[config.mk]
export PLATFORM = sky130hd
export DESIGN_NAME = pipe_hazard_ctrl_flat
export DESIGN_NICKNAME = d
export VERILOG_FILES = /design/src/rtl/pipe_hazard_ctrl_pkg.sv /design/src/rtl/pipe_hazard_ctrl_if.sv /design/src/rtl/pipe_hazard_ctrl_hazard_cmp.sv /design/src/rtl/pipe_hazard_ctrl.sv /design/src/flat_wrapper.sv
export SDC_FILE = /design/constraint.sdc
export NUM_CORES = 1
export LEC_CHECK = 0
export ABC_CLOCK_PERIOD_IN_PS = 2450
export BUFFER_PORTS_ARGS = -buffer_cell sky130_fd_sc_hd__buf_2
export CORE_UTILIZATION = 37
export DETAILED_ROUTE_END_ITERATION = 12
export PLACE_DENSITY_LB_ADDON = 0.25
export SETUP_SLACK_MARGIN = 0.3
export SYNTH_ARGS = -nofsm -noshare
export SYNTH_HDL_FRONTEND = slang
export SYNTH_SLANG_ARGS = --single-unit
[constraint.sdc]
create_clock -name clock -period 2.45 [get_ports clock]
set_clock_uncertainty 0.1 [all_clocks]
set_input_delay 0.49 -clock clock [delete_from_list [all_inputs] [get_ports clock]]
set_output_delay 0.49 -clock clock [all_outputs]
set_load 0.02 [all_outputs]
[src/rtl/pipe_hazard_ctrl_pkg.sv]
// Shared types and constants for the pipeline hazard controller.
// The optional performance counters are enabled with PIPE_HAZARD_PERF_EN.
package pipe_ctrl_pkg;

    typedef enum logic [1:0] {
        RUN    = 2'd0,
        DRAIN  = 2'd1,
        HALTED = 2'd2
    } state_t;

    localparam logic [4:0]  REG_ZERO     = 5'd0;
    localparam int unsigned DRAIN_CYCLES = 2;
    localparam int unsigned CNT_W        = 16;

    // Value loaded into the 2-bit drain counter on entry to DRAIN
    localparam logic [1:0]  DRAIN_LOAD   = 2'(DRAIN_CYCLES);

endpackage

[src/rtl/pipe_hazard_ctrl_if.sv]
// Signal bundle between the pipeline datapath and the hazard controller.
// The stall/flush counter signals are present in every build; without
// PIPE_HAZARD_PERF_EN the controller ties them to zero.
interface pipe_hazard_ctrl_if;
    import pipe_ctrl_pkg::*;

    logic [4:0]       aa;
    logic [4:0]       ba;
    logic             a_used;
    logic             b_used;
    logic [4:0]       da1;
    logic             rw1;
    logic [4:0]       da2;
    logic             rw2;
    logic             branch_taken;
    logic             halt_req;
    logic             resume;
    logic             pc_hold;
    logic             ifdof_hold;
    logic             ifdof_flush;
    logic             ex_bubble;
    logic             halted;
    logic [CNT_W-1:0] stall_cycles;
    logic [CNT_W-1:0] flush_events;

    // Datapath / environment side
    modport master (
        output aa, ba, a_used, b_used, da1, rw1, da2, rw2,
               branch_taken, halt_req, resume,
        input  pc_hold, ifdof_hold, ifdof_flush, ex_bubble, halted,
               stall_cycles, flush_events
    );

    // Hazard controller side
    modport slave (
        input  aa, ba, a_used, b_used, da1, rw1, da2, rw2,
               branch_taken, halt_req, resume,
        output pc_hold, ifdof_hold, ifdof_flush, ex_bubble, halted,
               stall_cycles, flush_events
    );

endinterface

[src/rtl/pipe_hazard_ctrl_hazard_cmp.sv]
// Compares one DOF source register address against the EX and WB writers.
// Register 0 is hardwired and never produces a hazard.
module hazard_cmp
    import pipe_ctrl_pkg::*;
(
    input  logic [4:0] src_i,
    input  logic       used_i,
    input  logic [4:0] da1_i,
    input  logic       rw1_i,
    input  logic [4:0] da2_i,
    input  logic       rw2_i,
    output logic       hit_o
);

    assign hit_o = used_i && (src_i != REG_ZERO) &&
                   ((rw1_i && (da1_i == src_i)) || (rw2_i && (da2_i == src_i)));

endmodule

[src/rtl/pipe_hazard_ctrl.sv]
// Pipeline hazard / branch / halt controller.
// Control outputs are combinational from the inputs and the current state.
// Optional saturating stall/flush counters: define PIPE_HAZARD_PERF_EN.
module pipe_hazard_ctrl
    import pipe_ctrl_pkg::*;
(
    input  logic               clock,
    input  logic               reset,
    pipe_hazard_ctrl_if.slave  bus
);

    state_t     state_q, state_d;
    logic [1:0] drain_q, drain_d;
    logic [1:0] drain_dec;
    logic       hit_a, hit_b, hz;
    logic       stall_act, flush_act;

    hazard_cmp u_cmp_a (
        .src_i  (bus.aa),
        .used_i (bus.a_used),
        .da1_i  (bus.da1),
        .rw1_i  (bus.rw1),
        .da2_i  (bus.da2),
        .rw2_i  (bus.rw2),
        .hit_o  (hit_a)
    );

    hazard_cmp u_cmp_b (
        .src_i  (bus.ba),
        .used_i (bus.b_used),
        .da1_i  (bus.da1),
        .rw1_i  (bus.rw1),
        .da2_i  (bus.da2),
        .rw2_i  (bus.rw2),
        .hit_o  (hit_b)
    );

    assign hz        = hit_a || hit_b;
    assign drain_dec = drain_q - 2'd1;

    // State and drain counter registers
    always_ff @(posedge clock or negedge reset) begin
        if (!reset) begin
            state_q <= RUN;
            drain_q <= '0;
        end else begin
            state_q <= state_d;
            drain_q <= drain_d;
        end
    end

    // Next-state logic; a branch never disturbs the drain sequence
    always_comb begin
        state_d = state_q;
        drain_d = drain_q;
        case (state_q)
            RUN: begin
                if (bus.halt_req) begin
                    state_d = DRAIN;
                    drain_d = DRAIN_LOAD;
                end
            end
            DRAIN: begin
                drain_d = drain_dec;
                if (drain_dec == '0) state_d = HALTED;
            end
            HALTED: begin
                if (bus.resume) state_d = RUN;
            end
            default: begin
                state_d = RUN;
                drain_d = '0;
            end
        endcase
    end

    // Control outputs: reset > branch > DRAIN/HALTED > hazard > idle
    always_comb begin
        bus.pc_hold     = 1'b0;
        bus.ifdof_hold  = 1'b0;
        bus.ifdof_flush = 1'b0;
        bus.ex_bubble   = 1'b0;
        bus.halted      = 1'b0;
        stall_act       = 1'b0;
        flush_act       = 1'b0;
        if (reset) begin
            bus.halted = (state_q == HALTED);
            if (bus.branch_taken) begin
                bus.ifdof_flush = 1'b1;
                bus.ex_bubble   = 1'b1;
                flush_act       = 1'b1;
            end else if (state_q != RUN) begin
                bus.pc_hold    = 1'b1;
                bus.ifdof_hold = 1'b1;
                bus.ex_bubble  = 1'b1;
            end else if (hz) begin
                bus.pc_hold    = 1'b1;
                bus.ifdof_hold = 1'b1;
                bus.ex_bubble  = 1'b1;
                stall_act      = 1'b1;
            end
        end
    end

`ifdef PIPE_HAZARD_PERF_EN
    logic [CNT_W-1:0] stall_cnt_q;
    logic [CNT_W-1:0] flush_cnt_q;

    // Saturating stall and flush event counters
    always_ff @(posedge clock or negedge reset) begin
        if (!reset) begin
            stall_cnt_q <= '0;
            flush_cnt_q <= '0;
        end else begin
            if (stall_act && (stall_cnt_q != '1)) stall_cnt_q <= stall_cnt_q + 1'b1;
            if (flush_act && (flush_cnt_q != '1)) flush_cnt_q <= flush_cnt_q + 1'b1;
        end
    end

    assign bus.stall_cycles = stall_cnt_q;
    assign bus.flush_events = flush_cnt_q;
`else
    logic unused_act;
    assign unused_act       = stall_act ^ flush_act;
    assign bus.stall_cycles = '0;
    assign bus.flush_events = '0;
`endif

endmodule

[src/flat_wrapper.sv]
// flat-port wrapper written by rule: the top's interface ports become plain ports
module pipe_hazard_ctrl_flat import pipe_ctrl_pkg::*;
  (clock, reset, bus_aa, bus_ba, bus_a_used, bus_b_used, bus_da1, bus_rw1, bus_da2, bus_rw2, bus_branch_taken, bus_halt_req, bus_resume, bus_pc_hold, bus_ifdof_hold, bus_ifdof_flush, bus_ex_bubble, bus_halted, bus_stall_cycles, bus_flush_events);
  pipe_hazard_ctrl_if bus_i ();
  input  logic clock;
  input  logic reset;
  input wire logic [$bits(bus_i.aa)-1:0] bus_aa;
  input wire logic [$bits(bus_i.ba)-1:0] bus_ba;
  input wire logic [$bits(bus_i.a_used)-1:0] bus_a_used;
  input wire logic [$bits(bus_i.b_used)-1:0] bus_b_used;
  input wire logic [$bits(bus_i.da1)-1:0] bus_da1;
  input wire logic [$bits(bus_i.rw1)-1:0] bus_rw1;
  input wire logic [$bits(bus_i.da2)-1:0] bus_da2;
  input wire logic [$bits(bus_i.rw2)-1:0] bus_rw2;
  input wire logic [$bits(bus_i.branch_taken)-1:0] bus_branch_taken;
  input wire logic [$bits(bus_i.halt_req)-1:0] bus_halt_req;
  input wire logic [$bits(bus_i.resume)-1:0] bus_resume;
  output wire logic [$bits(bus_i.pc_hold)-1:0] bus_pc_hold;
  output wire logic [$bits(bus_i.ifdof_hold)-1:0] bus_ifdof_hold;
  output wire logic [$bits(bus_i.ifdof_flush)-1:0] bus_ifdof_flush;
  output wire logic [$bits(bus_i.ex_bubble)-1:0] bus_ex_bubble;
  output wire logic [$bits(bus_i.halted)-1:0] bus_halted;
  output wire logic [$bits(bus_i.stall_cycles)-1:0] bus_stall_cycles;
  output wire logic [$bits(bus_i.flush_events)-1:0] bus_flush_events;
  assign bus_i.aa = bus_aa;
  assign bus_i.ba = bus_ba;
  assign bus_i.a_used = bus_a_used;
  assign bus_i.b_used = bus_b_used;
  assign bus_i.da1 = bus_da1;
  assign bus_i.rw1 = bus_rw1;
  assign bus_i.da2 = bus_da2;
  assign bus_i.rw2 = bus_rw2;
  assign bus_i.branch_taken = bus_branch_taken;
  assign bus_i.halt_req = bus_halt_req;
  assign bus_i.resume = bus_resume;
  assign bus_pc_hold = bus_i.pc_hold;
  assign bus_ifdof_hold = bus_i.ifdof_hold;
  assign bus_ifdof_flush = bus_i.ifdof_flush;
  assign bus_ex_bubble = bus_i.ex_bubble;
  assign bus_halted = bus_i.halted;
  assign bus_stall_cycles = bus_i.stall_cycles;
  assign bus_flush_events = bus_i.flush_events;
  pipe_hazard_ctrl u_core (.clock(clock), .reset(reset), .bus(bus_i));
endmodule
### After elaboration in Yosys (flattened, before gate mapping)

Cells that the tools add are included.

* add/subtract/negate cells: 1
* multiply operators: 0
* divide/modulo/power cells: 0
* order comparisons: 0
* eq/ne operators: 9
* shift-type cells: 0
* multiplexer cells: 15
* bitwise operators: 1
* reductions and logical operators: 18

Operators with widths (count)
* 5-bit == test: 4
* 2-bit one-hot mux with 3 select lines: 2
* 5-bit nonzero test: 2
* 1-bit 2-to-1 mux: 9
* 1-bit logical AND: 8
* 2-bit 2-to-1 mux: 4
* 2-bit logical NOT: 2
* 2-bit inequality test (second input constant): 2
* 1-bit logical OR: 3
* 3-bit AND reduction: 1
* 2-bit by 1-bit == test with 1-bit output (second input constant): 1
* 2-bit == test (second input constant): 1
* 2-bit by 1-bit inequality test with 1-bit output (second input constant): 1
* 2-bit AND reduction: 1
* 2-bit nonzero test: 1
* 2-bit by 1-bit subtractor with 2-bit output (second input constant): 1
* 1-bit NOT: 1

* register bits: 4
* bits in latches: 0
* RAM bits: 0
* memory bits (read-only): 0
* logic and storage cells: 46
* memories: 0

### Logic depth before layout (Yosys ltp)

* word-level depth: 9
* gate-level depth with buffers: 6
* gate-level depth less buffers: 5

### Hierarchy

A second synthesis with hierarchy kept.

* cell total of the unflattened synthesis: 93
* area total of the unflattened synthesis: 758.2 µm²

By module, submodules not included
* pipe_hazard_ctrl: instances 1, cells an instance 59, area an instance 490.5 µm², sequential area each 100.1 µm²
* hazard_cmp: instances 2, cells an instance 17, area an instance 133.9 µm², sequential area each 0.0 µm²

### Worst setup path after synthesis

OpenSTA, ideal clock, no wires.

* path kind: input to output
* start point: input port bus_ba[1]
* end point: output port bus_pc_hold
* arrival: 1.841 ns
* slack: 0.019 ns
* cell stages on the path: 5
* buffers on the path: 1
* path through: or4_1 -> o21ai_1 -> a21oi_1 -> o41a_1 -> buf_4

* cells in the longest elaborated chain, start to end: 9
* elaborated cells between the ends (all ways): 13

RTL lines
* start: declaration: line flat_wrapper.sv:8 `input wire logic [$bits(bus_i.ba)-1:0] bus_ba;`
* 5-bit == test: line pipe_hazard_ctrl_hazard_cmp.sv:16 `((rw1_i && (da1_i == src_i)) || (rw2_i && (da2_i == src_i)));`
* 1-bit logical AND: line pipe_hazard_ctrl_hazard_cmp.sv:16
* 1-bit logical OR: line pipe_hazard_ctrl_hazard_cmp.sv:16
* 1-bit logical AND *: line pipe_hazard_ctrl_hazard_cmp.sv:15 `assign hit_o = used_i && (src_i != REG_ZERO) &&`
* 1-bit logical OR *: line pipe_hazard_ctrl.sv:38 `assign hz = hit_a || hit_b;`
* 1-bit 2-to-1 mux * (4 in a row)
* end: declaration: line flat_wrapper.sv:18 `output wire logic [$bits(bus_i.pc_hold)-1:0] bus_pc_hold;`

Mark *: on every way between the ends. The rest lies on a longest branch, timed or not.

### Final worst setup path

* start point: input port bus_aa[0]
* end point: output port bus_ifdof_hold

* cells in the longest elaborated chain, start to end: 9
* elaborated cells between the ends (all ways): 13

RTL lines
* start: declaration: line flat_wrapper.sv:7 `input wire logic [$bits(bus_i.aa)-1:0] bus_aa;`
* 5-bit == test: line pipe_hazard_ctrl_hazard_cmp.sv:16
* 1-bit logical AND: line pipe_hazard_ctrl_hazard_cmp.sv:16
* 1-bit logical OR: line pipe_hazard_ctrl_hazard_cmp.sv:16
* 1-bit logical AND *: line pipe_hazard_ctrl_hazard_cmp.sv:15
* 1-bit logical OR *: line pipe_hazard_ctrl.sv:38
* 1-bit 2-to-1 mux *: line pipe_hazard_ctrl.sv:96 `end else if (hz) begin`
* 1-bit 2-to-1 mux *: line pipe_hazard_ctrl.sv:92 `end else if (state_q != RUN) begin`
* 1-bit 2-to-1 mux *: line pipe_hazard_ctrl.sv:88 `if (bus.branch_taken) begin`
* 1-bit 2-to-1 mux *: line pipe_hazard_ctrl.sv:86 `if (reset) begin`
* end: declaration: line flat_wrapper.sv:19 `output wire logic [$bits(bus_i.ifdof_hold)-1:0] bus_ifdof_hold;`

Marks and branches as above.

==> results.md <==
- HPWL Detailed: 1400 um
- Worst-path cell chain: buf_6 > or4_4 > o21ai_4 > a21oi_2 > o41a_1 > buf_2
- Share of total power in combinational logic: 0.540
- R2R Path End: u_core.drain_q[1]$_DFFE_PN0P_
- Die height: 46.7 um
- DR vias/cell: 4.20
- Outcome: finished, final reports clean
- CTS tree: done
- Top cell type by total area after synthesis: buf_4
- Rows: 15
- Clk network pwr share: 0.169
- GRT Util Overall: 0.157
- Placeable Area: 0.00180 mm^2
- Hold Crit Class: input pin to register
- Max Root-Sink Buffers: 2
- Gate Count Post-Synth: 95
- Clock Latency Late Sink: 0.24 ns
- Synth cell types: 23
- Ant. Diodes: 0
- Die width: 46.7 um
- Synth warn: 0
- Io pins: 66
- Minimum clock period: 2.44 ns
- WS Path Type: input pin to output pin
- Fin area: 920 um^2
- Area Overhead vs Synth: 24.4%
- # setup viols final: 0
- Critical path required time: 1.86 ns
- Hold Slack: 0.359 ns
- Max-slew violations: 0
- Initial drt markers: 10
- Max Freq: 409 MHz
- Clock slew at reported path FFs: 0.04 ns
- Count leader, synth: buf_4
- Synth top area share: 0.335
- Worst Hold Launch: bus_resume
- Layout cells sized above 1: 0.356
- First-pass GRT wire length: 2460 um
- CP arrival: 1.85 ns
- Max VDD drop: 304 uV
- Gr ovfl total: 0
- Antenna violations before repair: 0
- Routed vias: 672
- Number of global-route vias before repair: 571
- Maximum fanout along the worst path: 2
- Worst setup margin: 0.00596 ns
- DR WL/cell: 10.1 um
- WL final: 1620 um
- R2r setup slk: 1.41 ns
- Hold-critical path depth: 2
- Pre-CTS WS: -0.0128 ns
- Sw frac: 0.460
- Port bufs: 33
- Startpoint Class: input pin
- Post-DP Area: 838 um^2
- Top FF cell, synth: dfrtp_1
- Routed Antenna Nets: 0
- Final Hold Fails: 0
- CTS root buf: clkbuf_4
- Yosys reg bits: 4
- DRT Pass-1 Iters: 4
- Worst hold path endpoint: u_core.state_q[1]$_DFFE_PN0P_
- H-tree levels: 1
- Pwr/cell area: 532 mW/mm^2
- RR Startpoint: u_core.drain_q[0]$_DFFE_PN0P_
- Placer Congestion: 0.793
- Tcrit/Tclk final: 0.998
- Setup TNS: 0 ns
- Post-synth ARST share: 1.00
- Commonest cells post-synth: 33 x buf_4, 16 x xor2_1, 5 x inv_1, 5 x nand3_1
- CTS buffer count: 3
- Mapped Area: 739 um^2
- Sequential share of the synthesized area: 0.135
- Top post-synthesis cells by area: buf_4 34%, xor2_1 19%, dfrtp_1 14%
- P_leak: 0.491 nW
- Initial core utilization: 0.410
- EDFF count, synth: 0
- CP max-delay cell: or4_4
- Reg power frac: 0.292
- DR DRC count: 0
- Switching pwr: 225 uW
- P_int: 264 uW
- R2R depth: 3
- Worst path max stage delay: 0.53 ns
- Synthesized area per cell: 7.78 um^2
- Clock sinks: 4
- Die ar.: 0.00218 mm^2
- Pin count of the biggest net entering global routing: 9
- RSZ-0062 raised after global routing: true
- CP endpoint kind: output pin
- Nets: 167
- MaxCap Viol Count: 0
## sequential cells by signal, indices dropped and copies added (netlist names)
| name | flops |
|---|---|
| u_core.state_q | 2 |
| u_core.drain_q | 2 |
## cell type report
cell class | instances | area [um^2]
fillers | 184 | 882
multi-input cells | 83 | 514
flip-flops and latches | 4 | 100
repair buffers | 40 | 233
inverters | 5 | 18.8
clock buffers | 3 | 22.5
well taps | 25 | 31.3
## metal layers
layer  track usage  wire length (um)
met3        0.0353               140
met1         0.203               625
met5             0                 0
met4        0.0171                 0
met2         0.275               856
## cell families after synthesis
family          Yosys count  share of synthesized area
mux                       1                     0.0135
compound gates           11                     0.0930
flops                     4                      0.135
other cells               1                    0.00507
xor+xnor                 20                      0.237
fa+ha+maj                 1                     0.0169
buf+inv                  39                      0.365
simple gates             18                      0.134
## metrics by stage
step,instances,total power [mW],util
final,160,0.489,0.510
after floorplan,126,0.358,-
after detailed placement,155,0.394,0.465
after global routing,160,0.534,0.510
after CTS,160,0.491,0.503
after global placement,155,0.385,0.465
## cells in the final DEF, fill, tap and decap left out
master,n
a21oi_1,1
a21oi_2,2
and2_1,1
buf_2,31
buf_4,6
buf_6,2
clkbuf_4,3
conb_1,32
dfrtp_1,4
dlygate4sd3_1,1
ha_1,1
inv_1,5
mux2i_1,1
nand2_1,1
nand2b_1,1
nand3_1,5
nor2_1,3
nor4_1,3
nor4_2,1
o21ai_0,2
o21ai_1,1
o21ai_4,1
o22ai_1,2
o31a_2,1
o41a_1,1
or3_1,1
or4_1,1
or4_4,1
xnor2_1,4
xor2_1,16
## power groups by stage
stage | clock [mW] | sequential [mW] | combinational (mW)
floorplan | 0 | 0.119 | 0.239
global placement | 0 | 0.140 | 0.245
detailed placement | 0 | 0.142 | 0.251
CTS | 0.0864 | 0.142 | 0.262
global route | 0.0896 | 0.149 | 0.295
finish | 0.0825 | 0.143 | 0.264
## critical path: cells and delay by family
family,cells,cell delay (ns)
compound gates,3,0.56
buf+inv,2,0.26
simple gates,1,0.53
## how the worst max path moves through the flow
stage	from	to	slack [ns]	cells past startpoint
final	bus_aa[0]	bus_ifdof_hold	0.006	6
after CTS	bus_aa[0]	bus_ifdof_hold	0.01	6
after floorplan	bus_aa[0]	bus_pc_hold	0.03	5
after global routing	bus_aa[0]	bus_ifdof_hold	-0.04	6
after global placement	bus_aa[0]	bus_ifdof_hold	-0.006	6
after detailed placement	bus_aa[0]	bus_ifdof_hold	-0.01	6
## repair_timing
action / 4_1_cts / 5_1_grt
buffers inserted: 1 / 0
hold buffers: 1 / 0
setup endpoints to repair: 3 / 3
gates resized for setup: 7 / 2
endpoints found under the hold margin: 4 / 0
pin swaps: 1 / 1
(Power assumes the default switching activity.)
